[src/rtl/switch_scan_ctrl.sv]
// switch_scan_ctrl: periodic switch sampler with debounce, change flag and CPU read handshake.
// Optional irq output is enabled by defining SWITCH_SCAN_IRQ_EN.
module switch_scan_ctrl #(
  parameter int SAMPLE_DIV = 100000,
  parameter int STABLE_CNT = 4
) (
  input  logic        switclk,
  input  logic        switrst,
  output logic        sw_read,
  input  logic [15:0] sw_rdata,
  input  logic        cpu_rd_req,
  output logic        cpu_rd_ack,
  output logic [15:0] cpu_rdata,
  input  logic        chg_clr,
  output logic        chg_flag
`ifdef SWITCH_SCAN_IRQ_EN
  ,
  output logic        irq
`endif
);
  localparam int DW = $clog2(SAMPLE_DIV);
  typedef enum logic [2:0] {IDLE, STROBE, CAPTURE, DEBOUNCE, RESP} state_e;
  state_e state_q, state_d;
  logic [DW-1:0] div_q, div_d;
  logic tick, tick_pend_q, tick_pend_d, deb, chg_set, chg_flag_d;
  logic [7:0] samp_q, samp_d, cand_q, cand_d, stable_q, stable_d;
  logic [3:0] cnt_q, cnt_d, cnt_upd;
  logic sw_read_d, cpu_rd_ack_d;
  logic [15:0] cpu_rdata_d;
  logic unused_hi;
  assign unused_hi = ^sw_rdata[15:8];
  always_ff @(posedge switclk or posedge switrst) begin
    if (switrst) state_q <= IDLE;
    else state_q <= state_d;
  end
  // The CPU wins over a pending sample; a tick seen in IDLE strobes on the very next cycle.
  always_comb begin
    state_d = IDLE;
    unique case (state_q)
      IDLE:     state_d = cpu_rd_req ? RESP : (tick | tick_pend_q) ? STROBE : IDLE;
      STROBE:   state_d = CAPTURE;
      CAPTURE:  state_d = DEBOUNCE;
      DEBOUNCE: state_d = IDLE;
      RESP:     state_d = IDLE;
      default:  state_d = IDLE;
    endcase
  end
  always_comb begin
    tick        = div_q == DW'(SAMPLE_DIV - 1);
    div_d       = tick ? '0 : div_q + DW'(1);
    tick_pend_d = tick | (tick_pend_q & (state_q != STROBE));
    samp_d      = state_q == CAPTURE ? sw_rdata[7:0] : samp_q;
    deb         = state_q == DEBOUNCE;
    cnt_upd     = samp_q != cand_q ? 4'd1 : cnt_q >= 4'(STABLE_CNT) ? 4'(STABLE_CNT) : cnt_q + 4'd1;
    cnt_d       = deb ? cnt_upd : cnt_q;
    cand_d      = deb ? samp_q : cand_q;
    chg_set     = deb && cnt_upd == 4'(STABLE_CNT) && samp_q != stable_q;
    stable_d    = chg_set ? samp_q : stable_q;
    chg_flag_d  = chg_set | (chg_flag & ~chg_clr);
  end
  always_comb begin
    sw_read_d    = state_d == STROBE;
    cpu_rd_ack_d = state_d == RESP;
    cpu_rdata_d  = state_d == RESP ? {7'd0, chg_flag_d, stable_d} : cpu_rdata;
  end
  always_ff @(posedge switclk or posedge switrst) begin
    if (switrst) begin
      div_q       <= '0;
      tick_pend_q <= 1'b0;
      samp_q      <= '0;
      cand_q      <= '0;
      cnt_q       <= '0;
      stable_q    <= '0;
      chg_flag    <= 1'b0;
      sw_read     <= 1'b0;
      cpu_rd_ack  <= 1'b0;
      cpu_rdata   <= '0;
    end else begin
      div_q       <= div_d;
      tick_pend_q <= tick_pend_d;
      samp_q      <= samp_d;
      cand_q      <= cand_d;
      cnt_q       <= cnt_d;
      stable_q    <= stable_d;
      chg_flag    <= chg_flag_d;
      sw_read     <= sw_read_d;
      cpu_rd_ack  <= cpu_rd_ack_d;
      cpu_rdata   <= cpu_rdata_d;
    end
  end
`ifdef SWITCH_SCAN_IRQ_EN
  always_ff @(posedge switclk or posedge switrst) begin
    if (switrst) irq <= 1'b0;
    else irq <= chg_flag;
  end
`endif
endmodule

[config.mk]
export PLATFORM = sky130hd
export DESIGN_NAME = switch_scan_ctrl
export DESIGN_NICKNAME = d
export VERILOG_FILES = /design/src/rtl/switch_scan_ctrl.sv
export SDC_FILE = /design/constraint.sdc
export NUM_CORES = 1
export LEC_CHECK = 0
export ABC_AREA = 1
export CAP_MARGIN = 20
export CORE_MARGIN = 1
export CORE_UTILIZATION = 55
export DETAILED_ROUTE_END_ITERATION = 16
export HOLD_SLACK_MARGIN = 0.1
export PLACE_DENSITY = 0.8
export SLEW_MARGIN = 20
export SYNTH_ARGS = -nofsm -noshare
export SYNTH_HDL_FRONTEND = slang
export SYNTH_SLANG_ARGS = --single-unit
[constraint.sdc]
create_clock -name switclk -period 2.15 [get_ports switclk]
set_clock_uncertainty 0.1 [all_clocks]
set_input_delay 0.43 -clock switclk [delete_from_list [all_inputs] [get_ports switclk]]
set_output_delay 0.43 -clock switclk [all_outputs]
set_load 0.03 [all_outputs]
======== Word level (Yosys, flattened, before mapping) ========
Cells that the tools add are included.
operators by class
  reductions and logical operators ........ 3
  multiplexer cells ....................... 7
  eq/ne operators ......................... 10
  $lt $le $gt $ge ......................... 1
  $add $sub $neg .......................... 2
  bitwise operators ....................... 6
operator list
  cell                                                                      count
  17-bit by 1-bit adder with 17-bit output (second input constant)          1
  17-bit equality test (second input constant)                              1
  17-bit two-way mux                                                        1
  8-bit inequality test                                                     2
  3-bit one-hot mux with 3 select lines                                     1
  4-bit two-way mux                                                         2
  8-bit two-way mux                                                         1
  3-bit by 1-bit equality test with 1-bit output (second input constant)    2
  3-bit by 2-bit equality test with 1-bit output (second input constant)    2
  4-bit by 1-bit adder with 4-bit output (second input constant)            1
  4-bit by 3-bit equality test with 1-bit output (second input constant)    1
  4-bit by 3-bit >= comparator with 1-bit output (second input constant)    1
  3-bit equality test (second input constant)                               1
  3-bit zero test                                                           1
  3-bit two-way mux                                                         1
  3-bit by 1-bit inequality test with 1-bit output (second input constant)  1
  1-bit bitwise OR                                                          3
  1-bit bitwise AND                                                         2
  1-bit logical AND                                                         2
  1-bit two-way mux                                                         1
  1-bit NOT                                                                 1
word-level totals
  register bits after elaboration ......... 61
  output and inout bits ................... 19
  bits of input ports ..................... 20
  logic and storage cells ................. 40

======== Logic depth before layout (Yosys ltp) ========
Gate-level depths: netlist (run 1).
  depth in word-level cells ............... 7
  mapped depth ............................ 12
  mapped depth without buffers ............ 12

======== Least setup slack after synthesis (run 1) ========
No wires, ideal clock.
  path type ............................... flip-flop to flip-flop
  start ................................... register div_q[0]
  end ..................................... register div_q[14]
  setup slack ............................. 0.553 ns
  buffers on the path ..................... 0
  library setup time ...................... 0.120 ns
  required time ........................... 1.930 ns
  clock period less this slack ............ 1.597 ns
  cell stages (with the launch flop) ...... 10
  arrival ................................. 1.377 ns
  cell sequence ........................... dfrtp_1 -> ha_1 -> nand2_1 -> nor2_4 -> nand3_2 -> nor2_1 -> nand2_1 -> nor2_2 -> nand3_1 -> and3_1
on the way
  cells in the longest elaborated chain, start to end .. 2
  elaborated cells between the ends (all ways) .. 3
  classes of those cells .................. add/sub (1); eq/ne (1); mux (1)
ends and longest elaborated chain
  item                                                                              RTL line  RTL
  start: declaration                                                                24        logic [DW-1:0] div_q, div_d;
  start signal: assignment                                                          79        div_q <= div_d;
  17-bit by 1-bit adder with 17-bit output or 17-bit equality test (tied branches)  50, 49
  17-bit two-way mux (*)                                                            50        div_d = tick ? '0 : div_q + DW'(1);
  named net div_d[14]                                                               24
Mark *: on every way through the listed nets, which the timed path passes. The rest lies on a longest branch.
A chain may end at the register's enable or synchronous reset.

======== Final worst setup path (run 1) ========
  start ................................... register cpu_rdata[0]
  end ..................................... output port cpu_rdata[0]
RTL lines
  item                      RTL line  RTL
  start: declaration        13        output logic [15:0] cpu_rdata,
  start signal: assignment  88        cpu_rdata <= cpu_rdata_d;
No word-level cell between the ends.

==> results of run 1 <==
==> worst register-to-register path, cell delays in order (launching register included) <==
cell and delay [ns]:
dfrtp_1 0.37, ha_1 0.19, nand2_1 0.10, nor2_4 0.16
nand3_2 0.10, nor2_1 0.15, nand4_1 0.17, nor2_1 0.19
o21ai_0 0.10, a21oi_1 0.13
==> registers in the layout, summed over array words and instances (netlist names) <==
| register | count |
|---|---|
| cand_q | 8 |
| chg_flag | 1 |
| cnt_q | 4 |
| cpu_rd_ack | 1 |
| cpu_rdata | 9 |
| div_q | 17 |
| samp_q | 8 |
| stable_q | 8 |
| state_q | 3 |
| sw_read | 1 |
| tick_pend_q | 1 |
==> worst max path at each step <==
stage / cells past startpoint / end / slack, ns / start
after detailed placement: 9 / div_q[16] / 0.34 / div_q[0]
after global routing: 9 / div_q[16] / 0.13 / div_q[0]
after CTS: 1 / cpu_rdata[0] / 0.23 / cpu_rdata[0]
after global placement: 6 / cpu_rdata[3] / 0.39 / cpu_rd_req
final: 1 / cpu_rdata[0] / 0.24 / cpu_rdata[0]
after floorplan: 1 / cand_q[0] / 0.11 / switrst
==> layout make-up <==
class,count,area (sq um),area share
clock inverter,5,106.4,0.02998
timing repair buffer,26,265.3,0.07478
multi-input combinational,234,1200,0.3383
clock buffer,11,151.4,0.04268
tap,70,87.58,0.02469
sequential,61,1526,0.4303
inverter,56,210.2,0.05926
==> placed cells by master, fill, tap and decap left out, drive strengths merged, types with 3 or more instances in the layout <==
cell           Yosys  final
nand2             93     93
dfrtp             61     61
inv               55     55
nor2              34     34
nand3             28     28
o21ai             24     24
clkdlybuf4s50      0     23
a21oi             12     12
clkbuf             2     11
and2               8      8
nand4              7      7
conb               1      7
xnor2              6      6
nor3               6      6
bufinv             0      3
buf                9      3
==> metal layers <==
layer  wire length [um]  share of wire  GRT usage  up-vias
li1                   -              -          -     1174
met1               2824           0.49     0.3336     1047
met2               2563           0.45     0.3323       70
met3                287          0.050    0.05952        6
met4                 67          0.012    0.09259        0
met5                  0              0          0        -
==> power by group <==
| group | switching (mW) | internal (mW) | total, mW | leakage [nW] |
|---|---|---|---|---|
| Combinational | 0.485 | 0.271 | 0.756 | 0.859 |
| Clock | 0.451 | 0.835 | 1.29 | 0.126 |
| Sequential | 0.157 | 1.33 | 1.48 | 0.796 |
==> cells by family (layout without fill, tap and decap cells) <==
kind of cell / Yosys count / after routing / synth area share
adder cells (fa/ha/maj): 2 / 2 / 0.008377
buffers and inverters: 67 / 98 / 0.09468
AO/OA/AOI/OAI: 39 / 39 / 0.07206
flip-flops: 61 / 61 / 0.5111
other: 1 / 7 / 0.001256
AND/OR/NAND/NOR: 179 / 179 / 0.2920
XOR/XNOR: 7 / 7 / 0.02053
==> key figures, run 1 <==
Yosys
  • Sequential share of the synthesized area: 0.5111
  • Post-Syn Area: 2987 sq um
  • Predominant post-synthesis flop cell: dfrtp_1
  • YS warnings: 0
  • Most instantiated cells after synthesis: nand2_1 (81), dfrtp_1 (61), inv_1 (49)
  • Largest area contributor in the netlist: dfrtp_1
  • Mean Syn Cell Area: 8.389 sq um
  • Post-synth cell types: 35
  • Dominant cells by area after synthesis: dfrtp_1 (51%), nand2_1 (10%), inv_1 (6.2%)
  • Post-synth EDFFs: 0
  • #FFs+latches synth: 61
  • Post-synth ARST share: 1.000
  • Mapped Cells: around 360
  • Synth top area share: 0.5111
  • Most numerous cell in the Yosys netlist: nand2_1

Global routing
  • First-pass GRT wire length: 9.535 mm
  • GRT Total Usage: 0.2304
  • Initial antenna violation count: 0
  • Vias in the first global route: 2105
  • Largest net degree at the start of global routing: 62
  • GR Overflow Total: 0

STA
  • Final Max Slew Viols: 0
  • Setup-failing EPs final: 0
  • RSZ-0062 raised after global routing: false
  • Fin crit share: 0.8894
  • Fin crit period: ~1.9 ns
  • Slew @ Worst Pin: 0.5868 ns
  • Final-report hold violation count: 0
  • Min Hold Slack: 0.3658 ns
  • Fmax: 0.5230 GHz
  • Final TNS setup: 0 ns
  • Setup slack after layout: 0.2378 ns
  • Relative slew margins: 0.6078

Worst setup path
  • CP Launch Type: flip-flop
  • R2r worst-path depth: 9
  • Arr. time, crit path: 1.38 ns
  • Buffer and inverter count on the worst path: 1
  • CP delay by family, top: buffers and inverters
  • Critical Path RT: 1.62 ns
  • Crit end category: output port
  • Slowest-stage cell, CP: clkdlybuf4s50_1
  • FF-to-FF End: div_q[16]
  • Critical R2R Launch: div_q[0]
  • Crit-path cells: clkdlybuf4s50_1
  • Setup CP Type: flip-flop to output port
  • Setup slack, reg-to-reg: 0.32 ns
  • CP max stage delay: 0.68 ns
  • Critical-path maximum fanout: 2

CTS
  • CTS max path bufs: 2
  • Clk Tree Root Cell: clkbuf_8
  • CTS buffer count: 9
  • Clk_lat worst skew: 0.33 ns
  • Post-cts resize count: 0
  • Hold buffer count at cts: 0
  • H-tree depth: 3
  • Setup bufs post-CTS: 0
  • CTS tree: done
  • Clk sinks: 61
  • Worst-path clk slew: approximately 0.07 ns

Power and ir drop
  • Peak supply drop: 0.0006519 V
  • Leak: 1.782 nW
  • Pwr/cell area: a little under 1000 nW/um^2
  • Power, Total: 3.526 mW

Run
  • Max_cap viols: 0

Status
  • Status: finished, final reports clean

Floorplan
  • Effective utilization at floorplan: 0.5774
  • FP Rows: 26
  • Die area: 5729 sq um
  • Die width: 75.69 um
  • IO Pins: 39
  • Die Ht: 75.69 um
  • Placeable Area: 5172 sq um

Detailed routing
  • Post-route DRC: 0
  • Final WL: 5.742 mm
  • Vias: 2297
  • Vias per cell: 4.961
  • Number of DRC markers in iteration 0: 181
  • Remaining antenna violation count: 0
  • Initial DRT Pass Iterations: 7
  • Wire length per cell: 12.40 um

Worst hold path
  • Worst min-delay path class: primary input to asynchronous set/reset pin

Final layout
  • Final-layout fill cell count: 393
  • Final core utilization: 0.6858
  • Layout cells sized above 1: 0.1247
  • Net count, final: 410
  • Antenna cells: 0
  • Final Cell Area: 3547 sq um
  • Syn-to-layout area delta: 18.77%
  • Final Non-Filler Cells: 463

Place
  • IO buf count: 23
  • Dpl cells: about 450
  • Placed instance area: 3289 sq um
  • Pre-CTS WS: 0.3435 ns
  • Gp weighted congestion: 0.8995
  • Post-DP HPWL: between 3 and 4 mm
No activity file was read; power rests on OpenSTA's default activity.
==> inputs of run 2 (changes only) <==
Settings changed: SLEW_MARGIN 20 to unset.
==> results of run 2 <==
The final DEF is identical to that of run 1; final timing and power are the same.
==> inputs of run 3 (changes only) <==
Settings changed: CAP_MARGIN 20 to unset.
==> results of run 3 <==
The final DEF is identical to that of run 1; final timing and power are the same.
